--- src/rtl/rv32_dmem_bridge.sv ---
// rtl/rv32_dmem_bridge.sv - memory-stage data port to classic Wishbone-style bus bridge with stall, timeout and fault reporting
module rv32_dmem_bridge #(
    parameter int TIMEOUT_CYCLES = 255
) (
    input  logic        clk,
    input  logic        reset_n,
    input  logic        core_read_in,
    input  logic        core_write_in,
    input  logic [3:0]  core_write_mask_in,
    input  logic [31:0] core_address_in,
    input  logic [31:0] core_write_value_in,
    output logic [31:0] core_read_value_out,
    input  logic        pipe_stall_in,
    output logic        stall_out,
    output logic        fault_out,
    output logic        bus_cyc_out,
    output logic        bus_stb_out,
    output logic        bus_we_out,
    output logic [3:0]  bus_sel_out,
    output logic [29:0] bus_adr_out,
    output logic [31:0] bus_dat_out,
    input  logic [31:0] bus_dat_in,
    input  logic        bus_ack_in,
    input  logic        bus_err_in
);

    localparam int CNT_W = (TIMEOUT_CYCLES < 1) ? 1 : $clog2(TIMEOUT_CYCLES + 1);
    localparam logic [CNT_W-1:0] TO_LAST =
        CNT_W'((TIMEOUT_CYCLES > 0) ? TIMEOUT_CYCLES - 1 : 0);

    typedef enum logic [1:0] {
        IDLE = 2'd0,
        BUSY = 2'd1,
        DONE = 2'd2
    } state_t;

    state_t            state_q, state_d;
    logic              cyc_q, cyc_d;
    logic              stb_q, stb_d;
    logic              we_q, we_d;
    logic [3:0]        sel_q, sel_d;
    logic [29:0]       adr_q, adr_d;
    logic [31:0]       dat_q, dat_d;
    logic [31:0]       rdata_q, rdata_d;
    logic [CNT_W-1:0]  cnt_q, cnt_d;
    logic              fault_q, fault_d;

    logic req;
    logic timeout;
    logic addr_lsb_unused;

    assign req             = core_read_in | core_write_in;
    assign addr_lsb_unused = ^core_address_in[1:0];

    // Timeout fires on the BUSY cycle whose edge brings the count up to TIMEOUT_CYCLES.
    assign timeout = (TIMEOUT_CYCLES != 0) && (cnt_q == TO_LAST);

    always_comb begin
        state_d = state_q;
        cyc_d   = cyc_q;
        stb_d   = stb_q;
        we_d    = we_q;
        sel_d   = sel_q;
        adr_d   = adr_q;
        dat_d   = dat_q;
        rdata_d = rdata_q;
        cnt_d   = cnt_q;
        fault_d = fault_q;

        unique case (state_q)
            IDLE: begin
                if (req) begin
                    state_d = BUSY;
                    cyc_d   = 1'b1;
                    stb_d   = 1'b1;
                    we_d    = core_write_in;
                    sel_d   = core_write_in ? core_write_mask_in : 4'b1111;
                    adr_d   = core_address_in[31:2];
                    dat_d   = core_write_value_in;
                    cnt_d   = '0;
                    rdata_d = '0;
                    fault_d = 1'b0;
                end
            end
            BUSY: begin
                if (cnt_q != '1) begin
                    cnt_d = cnt_q + CNT_W'(1);
                end
                if (bus_err_in || timeout) begin
                    state_d = DONE;
                    cyc_d   = 1'b0;
                    stb_d   = 1'b0;
                    rdata_d = '0;
                    fault_d = 1'b1;
                end else if (bus_ack_in) begin
                    state_d = DONE;
                    cyc_d   = 1'b0;
                    stb_d   = 1'b0;
                    rdata_d = we_q ? 32'd0 : bus_dat_in;
                    fault_d = 1'b0;
                end
            end
            DONE: begin
                if (!pipe_stall_in) begin
                    state_d = IDLE;
                end
            end
            default: begin
                state_d = IDLE;
            end
        endcase
    end

    always_ff @(posedge clk) begin
        if (!reset_n) begin
            state_q <= IDLE;
            cyc_q   <= 1'b0;
            stb_q   <= 1'b0;
            we_q    <= 1'b0;
            sel_q   <= '0;
            adr_q   <= '0;
            dat_q   <= '0;
            rdata_q <= '0;
            cnt_q   <= '0;
            fault_q <= 1'b0;
        end else begin
            state_q <= state_d;
            cyc_q   <= cyc_d;
            stb_q   <= stb_d;
            we_q    <= we_d;
            sel_q   <= sel_d;
            adr_q   <= adr_d;
            dat_q   <= dat_d;
            rdata_q <= rdata_d;
            cnt_q   <= cnt_d;
            fault_q <= fault_d;
        end
    end

    assign stall_out           = req & (state_q != DONE);
    assign core_read_value_out = (state_q == DONE) ? rdata_q : 32'd0;
    assign fault_out           = (state_q == DONE) & fault_q;
    assign bus_cyc_out         = cyc_q;
    assign bus_stb_out         = stb_q;
    assign bus_we_out          = we_q;
    assign bus_sel_out         = sel_q;
    assign bus_adr_out         = adr_q;
    assign bus_dat_out         = dat_q;

endmodule

--- config.mk ---
export PLATFORM = sky130hd
export DESIGN_NAME = rv32_dmem_bridge
export DESIGN_NICKNAME = d
export VERILOG_FILES = /design/src/rtl/rv32_dmem_bridge.sv
export SDC_FILE = /design/constraint.sdc
export NUM_CORES = 1
export LEC_CHECK = 0
export CORE_ASPECT_RATIO = 0.7
export CORE_MARGIN = 2
export CORE_UTILIZATION = 43
export DETAILED_ROUTE_END_ITERATION = 12
export GPL_TIMING_DRIVEN = 1
export PLACE_DENSITY = 0.94
export REMOVE_ABC_BUFFERS = 1
export SETUP_SLACK_MARGIN = 0.02
export SKIP_LAST_GASP = 1
export SLEW_MARGIN = 20
export SYNTH_ARGS = -nofsm -noshare
export SYNTH_HDL_FRONTEND = slang
export SYNTH_SLANG_ARGS = --single-unit
--- constraint.sdc ---
create_clock -name clk -period 4.4 [get_ports clk]
set_input_delay 0.88 -clock clk [delete_from_list [all_inputs] [get_ports clk]]
set_output_delay 0.88 -clock clk [all_outputs]
set_load 0.03 [all_outputs]
==> flow_metrics.py <==
metrics = {
    "floorplanning": {
        "die_h_um": 86.7,
        "rows": 30,
        "initial_core_util_pct": 43.7,
        "core_um2": 9610,
        "io_pins": 210,
        "fp.dieW_um": 122,
        "design.die.area_um2": 10600,
    },
    "clock_network": {
        "clk-insertion-delay-late_ps": 340,
        "clockBufferDepth": 2,
        "clock_sinks": 111,
        "path_clk_slew_ps": 70,
        "root_buffer": "clkbuf_16",
        "cts_tree": "yes",
        "cts_setup_buffers": 0,
        "cts_made_buffers": 9,
        "cts_hold_buffers": 0,
        "cts-resized-gates": 0,
        "cts_max_level": 3,
    },
    "layout": {
        "stdcell_count": 801,
        "final_layout_size_suffix_gt1_share_pct": 4.46,
        "area_growth_pct": 57.0,
        "final_cell_mix": "clkdlybuf4s50_1, nand2_1, dfxtp_1",
        "nets": 777,
        "antenna_cells": 0,
        "layout_commonest_cell": "clkdlybuf4s50_1",
    },
    "status": {
        "outcome": "finished, final reports clean",
    },
    "yosys": {
        "synth.distinct_cells": 44,
        "synthArstFlopShare_pct": 0,
        "ys_ff_latch": 111,
        "synth_edf_count": 0,
        "synthesis.area_um2": 4200,
        "syn_area_per_cell_um2": 8.75,
        "syn_inst": 480,
        "synth_warnings": 0,
        "synth_ff_type": "dfxtp_1",
        "ys_seq_area_share_pct": 52.9,
    },
    "global_routing": {
        "grt_overflow": 0,
        "use_met3_pct": 5.20,
        "first_global_vias": 3877,
        "track_usage_pct": 23.0,
        "use_met1_pct": 28.0,
        "grt_pass1_wl_um": 19300,
        "antenna_found_initial": 0,
        "grt.met2_usage_pct": 41.6,
        "grt_max_degree": 73,
        "grt-busiest-layer": "met2",
    },
    "routing": {
        "drc": 0,
        "drt_wl_total_um": 12700,
        "vias": 4038,
        "ant_nets": 0,
        "dr.pass1.iters": 4,
        "wire_per_inst_um": 15.8,
        "via_per_inst": 5.04,
        "drt_iter0_drc": 266,
    },
    "worst_setup_path": {
        "critPathKind": "input pin to output port",
        "crit_path_end_kind": "output port",
        "startpoint_type": "input pin",
        "worst_ep_required_time_ps": 3520,
        "crit_fanout": 4,
        "cp.arrival_ps": 2450,
    },
    "sta": {
        "fmax_mhz": 301,
        "finalCritPeriodShare_pct": 75.6,
        "setup_viol": 0,
        "slew_headroom_pct": 36.4,
        "rsz0062_at_grt": "no",
        "worstMarginPinSlew_ps": 952,
        "drv_slew": 0,
        "fin_skew_ps": 6.37,
        "hold_violations": 0,
        "min_period_ps": 3330,
    },
    "power": {
        "cellLeakagePower_uw": 0.00250,
        "p_per_area_nw_per_um2": 376,
        "ir_drop_uv": 262,
        "total_power_uw": 2480,
    },
    "placed_design": {
        "place.gp.congestion": 0.871,
        "placed_cells": 785,
        "dp_hpwl_um": 9180,
        "io_buffers": 207,
    },
    "min_path": {
        "hold_class": "register to register",
    },
    "flow_run": {
        "drv_cap": 0,
    },
}
metrics by stage:
step	setup WS, ps	TNS (ps)	hold WS [ps]	cell area (µm²)	util (%)
3_5_place_dp	1110	0	445	6290	65.5
2_1_floorplan	-301	-15730	441	4010	-
5_1_grt	1010	0	474	6590	68.6
3_3_place_gp	1160	0	440	6290	65.5
6_report	1070	0	454	6590	68.6
4_1_cts	1090	0	455	6590	68.6
registers in the layout, summed over array words and instances (netlist names):
name / count
bus_stb_out: 1
bus_adr_out: 30
state_q: 2
fault_q: 1
rdata_q: 32
bus_dat_out: 32
bus_we_out: 1
bus_sel_out: 4
cnt_q: 8
synthesized netlist by cell type (2+ instances only):
cell      count  area (µm²)
buf_1         3        11.3
nand4_1       2        12.5
buf_6         3        33.8
o21ai_0       5        25.0
nor3_1        5        25.0
ha_1          2        25.0
buf_2         8        40.0
dfxtp_1     111        2220
a22o_1       32         280
o21a_1        3        22.5
clkbuf_1     13        48.8
inv_1         3        11.3
and3_1        3        18.8
nand2_1     129         484
a311oi_1      3        26.3
buf_4         8        60.1
nand3_1       5        25.0
a21boi_0      2        15.0
nor2_1       13        48.8
and2_1       34         213
nand2b_1      2        12.5
a211oi_1      2        15.0
o22ai_1       4        25.0
a21oi_1      65         325
cell type report:
cell class,count,area [µm²]
inverter,4,15.0
clock inverter,6,70.1
clock buffer,10,229
sequential,111,2220
timing repair buffer,212,2110
multi-input combinational,330,1790
tap,128,160
fill,752,3020
kinds of logic after synthesis:
family | Yosys count | synth area share, %
muxes | 1 | 0.238
DFF | 111 | 52.9
adders and majority gates | 2 | 0.596
and+or+nand+nor | 203 | 21.7
buffers and inverters | 39 | 4.97
AOI/OAI and AO/OA | 124 | 19.5
critical path, cell delays in order:
cell	delay, ps
clkdlybuf4s50_1	590
nor2_1	150
nor2_1	140
clkdlybuf4s50_1	690
final timing paths:
| kind | from | to | slack, ps | cells past startpoint |
|---|---|---|---|---|
| max | core_write_in | stall_out | 1070 | 4 |
| min | bus_dat_out[20] | bus_dat_out[20] | 450 | 2 |
| max reg2reg | state_q[1] | bus_adr_out[2] | 2180 | 5 |
| min reg2reg | bus_dat_out[20] | bus_dat_out[20] | 450 | 2 |
per-layer routing:
layer / up-vias / part of all wire [%]
li1: 1995 / -
met1: 1916 / 42
met2: 115 / 52
met3: 12 / 5.1
met4: 0 / 1.1
met5: - / 0
power by group:
group	total [µW]	switching [µW]	internal (µW)	leakage, µW
combinational	555	313	243	0.00145
sequential	1110	41.6	1070	0.000909
clock	810	365	445	0.000135
Note: power is estimated with default switching activity, not from simulation.
